--- config.mk ---
export PLATFORM = sky130hd
export DESIGN_NAME = cpu_run_ctrl
export DESIGN_NICKNAME = d
export VERILOG_FILES = /design/src/rtl/cpu_run_ctrl.sv
export SDC_FILE = /design/constraint.sdc
export NUM_CORES = 1
export LEC_CHECK = 0
export CAP_MARGIN = 40
export CORE_MARGIN = 10
export CORE_UTILIZATION = 34
export CTS_BUF_LIST = sky130_fd_sc_hd__clkbuf_8
export CTS_CLUSTER_SIZE = 14
export DETAILED_ROUTE_END_ITERATION = 8
export PLACE_DENSITY = 0.78
export SETUP_SLACK_MARGIN = 0.4
export SYNTH_ARGS = -nofsm -noshare
export SYNTH_HDL_FRONTEND = slang
export SYNTH_SLANG_ARGS = --single-unit
--- constraint.sdc ---
create_clock -name clk_50Mhz_in -period 1.9 [get_ports clk_50Mhz_in]
set_clock_uncertainty 0.15 [all_clocks]
set_input_delay 0.19 -clock clk_50Mhz_in [delete_from_list [all_inputs] [get_ports clk_50Mhz_in]]
set_output_delay 0.19 -clock clk_50Mhz_in [all_outputs]
set_load 0.005 [all_outputs]
--- src/rtl/cpu_run_ctrl.sv ---
// Run/stop sequencer for the single-cycle core: registered clock enable and core reset,
// start/pause, single-step, halt-on-PC, success-marker detect and an enabled-cycle watchdog.
module cpu_run_ctrl #(
   parameter logic [31:0] HALT_PC    = 32'd200,
   parameter logic [31:0] DONE_ADR   = 32'd100,
   parameter logic [31:0] DONE_VAL   = 32'd7,
   parameter logic [31:0] MAX_CYCLES = 32'd1_000_000
) (
   input  logic        clk_50Mhz_in,
   input  logic        reset,
   input  logic        start,
   input  logic        step,
   input  logic [31:0] pc,
   input  logic        mem_write_en,
   input  logic [31:0] data_adr,
   input  logic [31:0] write_data,
   output logic        cpu_en,
   output logic        cpu_reset,
   output logic        running,
   output logic        done,
   output logic        success,
   output logic        timeout,
   output logic [31:0] cycle_count,
   output logic [1:0]  state
);

   typedef enum logic [1:0] {
      S_IDLE  = 2'd0,
      S_RUN   = 2'd1,
      S_PAUSE = 2'd2,
      S_HALT  = 2'd3
   } state_e;

   logic   start_s1_q, start_s2_q, start_e_q;
   logic   step_s1_q, step_s2_q, step_e_q;
   logic   start_rise, step_rise;

   state_e      state_q, state_d;
   logic        cpu_en_q, cpu_en_d;
   logic        cpu_reset_q, cpu_reset_d;
   logic        running_q, running_d;
   logic        done_q, done_d;
   logic        success_q, success_d;
   logic        timeout_q, timeout_d;
   logic [31:0] count_q, count_d;

   logic        hit_pc, hit_mark, hit_wd, halt;

   // Button levels are asynchronous; only the synchronized copies reach the state machine.
   assign start_rise = start_s2_q & ~start_e_q;
   assign step_rise  = step_s2_q & ~step_e_q;

   // Halt sources only count on cycles where the core actually executed.
   assign hit_pc   = cpu_en_q & (pc > HALT_PC);
   assign hit_mark = cpu_en_q & mem_write_en & (data_adr == DONE_ADR) & (write_data == DONE_VAL);
   assign hit_wd   = cpu_en_q & (count_q == (MAX_CYCLES - 32'd1));
   assign halt     = hit_pc | hit_mark | hit_wd;

   always_comb begin
      // NOTE: every always_comb output gets a default first so no path leaves it unassigned (no latch).
      state_d   = state_q;
      cpu_en_d  = 1'b0;
      count_d   = count_q;
      success_d = success_q | hit_mark;
      timeout_d = timeout_q | hit_wd;

      if (cpu_en_q && (count_q != MAX_CYCLES)) begin
         count_d = count_q + 32'd1;
      end

      case (state_q)
         S_IDLE: begin
            if (start_rise) begin
               state_d  = S_RUN;
               cpu_en_d = 1'b1;
            end else if (step_rise) begin
               state_d  = S_PAUSE;
               cpu_en_d = 1'b1;
            end
         end
         S_RUN: begin
            if (halt) begin
               state_d = S_HALT;
            end else if (start_rise) begin
               state_d = S_PAUSE;
            end else begin
               cpu_en_d = 1'b1;
            end
         end
         S_PAUSE: begin
            // A simultaneous step is dropped when start resumes the run.
            if (halt) begin
               state_d = S_HALT;
            end else if (start_rise) begin
               state_d  = S_RUN;
               cpu_en_d = 1'b1;
            end else if (step_rise) begin
               cpu_en_d = 1'b1;
            end
         end
         S_HALT: begin
            state_d = S_HALT;
         end
      endcase

      cpu_reset_d = (state_d == S_IDLE);
      running_d   = (state_d == S_RUN);
      done_d      = (state_d == S_HALT);
   end

   // NOTE: sequential state uses non-blocking assignments so all flops update together at the edge.
   always_ff @(posedge clk_50Mhz_in or posedge reset) begin
      if (reset) begin
         start_s1_q  <= 1'b0;
         start_s2_q  <= 1'b0;
         start_e_q   <= 1'b0;
         step_s1_q   <= 1'b0;
         step_s2_q   <= 1'b0;
         step_e_q    <= 1'b0;
         state_q     <= S_IDLE;
         cpu_en_q    <= 1'b0;
         cpu_reset_q <= 1'b1;
         running_q   <= 1'b0;
         done_q      <= 1'b0;
         success_q   <= 1'b0;
         timeout_q   <= 1'b0;
         count_q     <= 32'd0;
      end else begin
         start_s1_q  <= start;
         start_s2_q  <= start_s1_q;
         start_e_q   <= start_s2_q;
         step_s1_q   <= step;
         step_s2_q   <= step_s1_q;
         step_e_q    <= step_s2_q;
         state_q     <= state_d;
         cpu_en_q    <= cpu_en_d;
         cpu_reset_q <= cpu_reset_d;
         running_q   <= running_d;
         done_q      <= done_d;
         success_q   <= success_d;
         timeout_q   <= timeout_d;
         count_q     <= count_d;
      end
   end

   assign cpu_en      = cpu_en_q;
   assign cpu_reset   = cpu_reset_q;
   assign running     = running_q;
   assign done        = done_q;
   assign success     = success_q;
   assign timeout     = timeout_q;
   assign cycle_count = count_q;
   assign state       = state_q;

endmodule

* Word-level counts from Yosys, hierarchy flattened
Cells that the tools add are included.
Operators by class: muxes and demuxes 13, reductions and logical operators 3, bitwise gates (word level) 13, add/subtract/negate cells 1, equal/unequal tests 9, $lt $le $gt $ge 1
Operators by type and width (count):
- $add A32 B1 Y32 const B | 1
- $eq A32 B20 Y1 const B | 1
- $eq A32 B3 Y1 const B | 1
- $eq A32 B7 Y1 const B | 1
- $gt A32 B8 Y1 const B | 1
- $ne A32 B20 Y1 const B | 1
- $mux W2 | 6
- $pmux W2 S4 | 1
- $and A1 B1 Y1 | 7
- $eq A2 B2 Y1 const B | 3
- $mux W1 | 5
- $eq A2 B1 Y1 const B | 2
- $logic_not A2 Y1 | 2
- $or A1 B1 Y1 | 4
- $pmux W1 S3 | 1
- $not A1 Y1 | 2
- $logic_and A1 B1 Y1 | 1
Word-level totals: input port bits 101, output and inout bits 40, flip-flop bits (word level) 46

* Longest topological paths before layout
word-level depth 8, mapped depth 6, gate-level depth less buffers 6

* Worst setup path after synthesis
Ideal clock, no wire load.
kind register -> register, start point register count_q[15] (netlist: cycle_count[15]), end point register count_q[1] (netlist: cycle_count[1]), path slack -0.009 ns, arrival 1.635 ns, cell stages (with the launch flop) 5, library setup time 0.125 ns, period minus slack after synthesis 1.909 ns, buffers on the path 0, path through dfrtp_1 > nor4b_1 > nand4_1 > o31ai_1 > mux2_2
On the way: word-level cells in the longest chain between the ends 2
RTL lines:
- from (decl) | RTL line 45 | logic [31:0] count_q, count_d;
- from (signal assigned) | RTL line 142 | count_q <= count_d;
- $ne A32 B20 Y1 | RTL line 67 | if (cpu_en_q && (count_q != MAX_CYCLES)) begin
- $logic_and A1 B1 Y1 | RTL line 67
No other way between the ends. A chain may end at the register's enable or synchronous reset.

* Worst setup path after layout
start point register count_q[31] (netlist: cycle_count[31]), end point register cpu_en_q (netlist: cpu_en)
On the way: word-level cells in the longest chain between the ends 5, elaborated cells on any way between the ends 6, classes of those cells 1 x eq/ne; 3 x mux; 2 x bitwise
RTL lines:
- $eq A32 B20 Y1 (*) | RTL line 56 | assign hit_wd = cpu_en_q & (count_q == (MAX_CYCLES - 32'd1));
- $and A1 B1 Y1 (*) | RTL line 56
- $or A1 B1 Y1 (*) | RTL line 57 | assign halt = hit_pc | hit_mark | hit_wd;
- $mux W1, on equally long branches | RTL line 92, 82
- $pmux W1 S3 (*) | RTL line 71 | case (state_q)
- net cpu_en_d | RTL line 39 | logic cpu_en_q, cpu_en_d;
- to (signal assigned) | RTL line 136 | cpu_en_q <= cpu_en_d;
- to (decl) | RTL line 39
The timed path passes the listed nets; every way through them passes the cells marked *.

==> results.md <==
- The arrival time at the worst endpoint is 2140 ps.
- Across every metal layer, demand over resource in global routing totals 0.186.
- The start of the worst register-to-register path is cycle_count[31].
- After synthesis, the share of cell area in mux cells is 0.00495.
- Of the total synthesized cell area, the portion taken by full adders, half adders and majority gates is 0.0154.
- The post-synthesis share of cell area spent on xor and xnor gates is 0.119.
- Yosys printed 0 warnings.
- The run finished, with violations left.
- Global routing finished with a remaining overflow of 0.
- In this run the worst path has a maximum fanout of 3.
- The placed cell area is 4180 sq um.
- The cell area power density is between 600 and 700 nW/um^2.
- The global-route wire length before repair is 15100 um.
- The largest individual stage delay along the critical path comes from the cell sky130_fd_sc_hd__dfrtp_1.
- The final-report max-slew violation count is 0.
- The violation count after the first detailed-route iteration is ~120.
- From bottom edge to top edge, the die measures 102 um.
- The nature of the critical path endpoint is a flip-flop.
- After clock tree synthesis, the clock-pin slew on the worst setup and hold paths is approximately 90 ps.
- The final count of hold timing violations is 0.
- The region available for standard cell placement spans approximately 6400 sq um.
- The total number of vias is about 2700.
- Measured along the x axis, the die boundary spans 102 um.
- The post-synthesis cell count is about 210.
- In the routed design, unresolved DRC markers number 0.
- The critical path starts at cycle_count[31].
- Once routing completed, OpenROAD measured the worst setup slack at -197 ps.
- Setup repair after global routing could not meet its margin everywhere.
- In the final layout, the multi-input gates occupy 1480 sq um.
- The count of input and output buffers is 140.
- The routed design could run at a clock period as short as 2100 ps.
- The number of H-tree levels is 2.
- The total clock buffers created by CTS is 5.
- By area, the combinational part of the netlist is dominated by simple AND/OR/NAND/NOR gates.
- The clock reaches the later pin of the worst-skew pair after approximately 310 ps.
- The summed area of non-filler cells in the final layout is between 4000 and 5000 sq um.
- The initial antenna violation count is 0.
- The final reports fail on negative setup slack.
- The number of detailed-route iterations in the first pass is 4.
- The highest cell delay on the worst timing path is 410 ps.
- Once detailed placement completed, the half-perimeter wirelength came to approximately 7300 um.
- For this run, the post-layout net count is between 500 and 600.
- The total die area is just over 10000 sq um.
- The share of the cycle needed by the critical path after routing is 1.10.
- Based on the critical path, the design can be clocked at up to between 400 and 500 MHz.
- The critical path goes through nor4_2, nand4_1, buf_4, nor4_4, a21oi_2, buf_4, a31oi_4, o21ai_1.
- The initial cell density of the core is 0.354.
- The fraction of the mapped netlist area in simple logic gates is 0.289.
- The total clock sinks is 46.
- The transition time at the pin with the least slew margin is 468 ps.
- The headroom to the max-slew limit is 0.686.
- The complex-gate fraction of the synthesized area is 0.0473.
- For this design the top-level I/O count stands at 141.
- The post-synthesis sequential area ratio is 0.507.
- The min-delay analysis places its worst path in the category in2async.
- By startpoint and endpoint, the worst setup path is classified as reg2reg.
- Setup violations remaining at the end of the flow were counted as 18.
- The aggregate routed wire length is 10400 um.
- Among the stages of the critical path, the cell type that occurs most often is sky130_fd_sc_hd__buf_4.
- The cell sitting at the root of the clock tree is a sky130_fd_sc_hd__clkbuf_8.
- Using the TritonRoute via totals, the vias-per-cell ratio works out to roughly 5.2.
- The cell area that synthesis handed to floorplanning was 2270 sq um.
- Counting the fill cells in the layout gives 408.
- The number of global-route vias before repair is 2746.
- The commonest non-fill, non-tap cell in the layout is sky130_fd_sc_hd__buf_4.
- Counting every net in the synthesized netlist gives 315.
- The depth of the worst register-to-register path is 8.
- Data on the critical path is required at its endpoint by a little under 2000 ps.
- Leaving out fill and tap cells, the most frequent cells in the layout are sky130_fd_sc_hd__buf_4, sky130_fd_sc_hd__clkdlybuf4s50_1, sky130_fd_sc_hd__dfrtp_1.
- After clock tree synthesis, the flow added hold-fix buffers numbering 0.
- The number of nets with antenna violations after detailed routing is 0.
- The register bit count reported by yosys is 46.
- The synthesized area per cell is 10.7 sq um.
- The routed length per placed instance is between 20 and 25 um.
- Max-cap violations in this run came to 0.
- The diode insertion count for antenna repair is 0.
- Compared with the post-synthesis result, the final layout area differs by 112%.
- In the final layout, the share of cells above drive strength 1 is 0.404.
- The number of different library cells used by synthesis comes to between 40 and 50.
- Total power for the finished layout comes to just under 3 mW.
- The deepest clock path buffer count is 2.
- The register cell area after layout is between 1000 and 1500 sq um.
- The critical path startpoint category is a flip-flop.
- The congestion estimate from routability-driven global placement came to slightly above 0.8.
- Entering global routing, the biggest net connects 47 pins.
- Summed over all cells, the static leakage comes to 2.31 nW.
- The maximum ir drop on the vdd rail is between 0.4 and 0.5 mV.
- The number of core rows is 29.
- The TritonCTS clock tree is built.
worst paths after layout:
| check | to | slack [ps] |
|---|---|---|
| max | cpu_en | -200 |
| min | cycle_count[7] | 70 |
| max reg2reg | cpu_en | -200 |
| min reg2reg | start_s2_q | 210 |
| max in group asynchronous | cpu_reset | 1270 |
| min in group clk_50Mhz_in | step_s1_q | 170 |
layout make-up:
type                       count  share of cell area
clock buffer                   5              0.0143
timing repair buffer         218               0.404
multi-input combinational    156               0.306
clock inverter                 3             0.00830
inverter                       8             0.00675
sequential                    46               0.240
tap                           77              0.0200
synthesized netlist by cell type:
cell type	number	area share
sky130_fd_sc_hd__o211ai_1	1	0.0033
sky130_fd_sc_hd__o31a_1	3	0.012
sky130_fd_sc_hd__o21ai_0	2	0.0044
sky130_fd_sc_hd__nand3_2	1	0.0044
sky130_fd_sc_hd__inv_1	8	0.013
sky130_fd_sc_hd__nand2b_1	3	0.0083
sky130_fd_sc_hd__dfrtp_1	45	0.50
sky130_fd_sc_hd__a21oi_1	2	0.0044
sky130_fd_sc_hd__nor3_1	6	0.013
sky130_fd_sc_hd__and3_2	1	0.0033
sky130_fd_sc_hd__and4b_1	1	0.0044
sky130_fd_sc_hd__nand4_2	1	0.0055
sky130_fd_sc_hd__nor2b_1	1	0.0028
sky130_fd_sc_hd__and3_1	4	0.011
sky130_fd_sc_hd__or2_2	1	0.0028
sky130_fd_sc_hd__dfstp_2	1	0.012
sky130_fd_sc_hd__a211oi_1	1	0.0033
sky130_fd_sc_hd__and4_1	3	0.012
sky130_fd_sc_hd__nor4bb_1	3	0.013
sky130_fd_sc_hd__nand4_4	1	0.0094
sky130_fd_sc_hd__nand4_1	8	0.022
sky130_fd_sc_hd__nor4_1	23	0.063
sky130_fd_sc_hd__and4_4	1	0.0050
sky130_fd_sc_hd__buf_1	1	0.0016
sky130_fd_sc_hd__o311ai_2	1	0.0072
sky130_fd_sc_hd__nand2_1	15	0.025
sky130_fd_sc_hd__nor3_4	2	0.014
sky130_fd_sc_hd__nor2_1	14	0.023
sky130_fd_sc_hd__a31oi_1	1	0.0028
sky130_fd_sc_hd__buf_2	1	0.0022
sky130_fd_sc_hd__xor2_1	11	0.042
sky130_fd_sc_hd__nand3_1	13	0.029
sky130_fd_sc_hd__xnor2_1	20	0.077
sky130_fd_sc_hd__mux2_2	1	0.0050
sky130_fd_sc_hd__maj3_1	1	0.0044
sky130_fd_sc_hd__or2_4	1	0.0039
sky130_fd_sc_hd__o311ai_0	1	0.0039
sky130_fd_sc_hd__ha_1	2	0.011
sky130_fd_sc_hd__or3_1	1	0.0028
sky130_fd_sc_hd__o31ai_1	2	0.0066
sky130_fd_sc_hd__nor4b_1	3	0.012
timing repair:
item	CTS	global route
pin swaps	41	31
gates resized for setup	190	58
endpoints found under the setup margin	75	54
buffers inserted	23	14
gates cloned	0	0
layer usage:
layer / vias up / share of wire / track usage
met1: 1326 / 0.37 / 0.209
met2: 113 / 0.54 / 0.335
met4: 0 / 0.026 / 0.0616
met5: - / 0 / 0
met3: 20 / 0.065 / 0.0483
li1: 1234 / - / -
sequential cells by signal (all words and copies together) (netlist names):
register     flops
step_s2_q        1
cycle_count     32
success          1
cpu_reset        1
step_e_q         1
start_e_q        1
timeout          1
start_s1_q       1
cpu_en           1
running          1
state            2
start_s2_q       1
done             1
step_s1_q        1
power by group:
part	switching, mW	internal [mW]	total, mW	leakage, nW
Sequential	0.119	1.07	1.19	0.597
Clock	0.339	0.387	0.726	0.0579
Combinational	0.386	0.631	1.02	1.66
Total	0.843	2.09	2.93	2.31
stage by stage:
step                      setup TNS, ps  setup slack (ps)  utilization  hold slack [ps]  instances
final                             -1540              -197        0.751             69.1        513
after global routing              -2950              -257        0.751              119        513
after global placement            -1930              -396        0.651              184        468
after detailed placement          -1790              -362        0.651              191        468
after CTS                          -166             -74.3        0.715             86.9        499
after floorplan                       0               126            -             71.4        212
cell families (layout without fill, tap and decap cells):
logic type / after synthesis / count (layout)
AND/OR/NAND/NOR: 107 / 107
flip-flops: 46 / 46
AO/OA/AOI/OAI: 14 / 14
XOR/XNOR: 31 / 31
buffers and inverters: 10 / 234
multiplexers: 1 / 1
adder cells (fa/ha/maj): 3 / 3
worst max-delay path: cells and delay by family (launching register included):
family / cells / cell delay, ps
AND/OR/NAND/NOR: 3 / 790
flip-flops: 1 / 410
buffers and inverters: 2 / 360
AO/OA/AOI/OAI: 3 / 270
No activity file was read; power rests on OpenSTA's default activity.
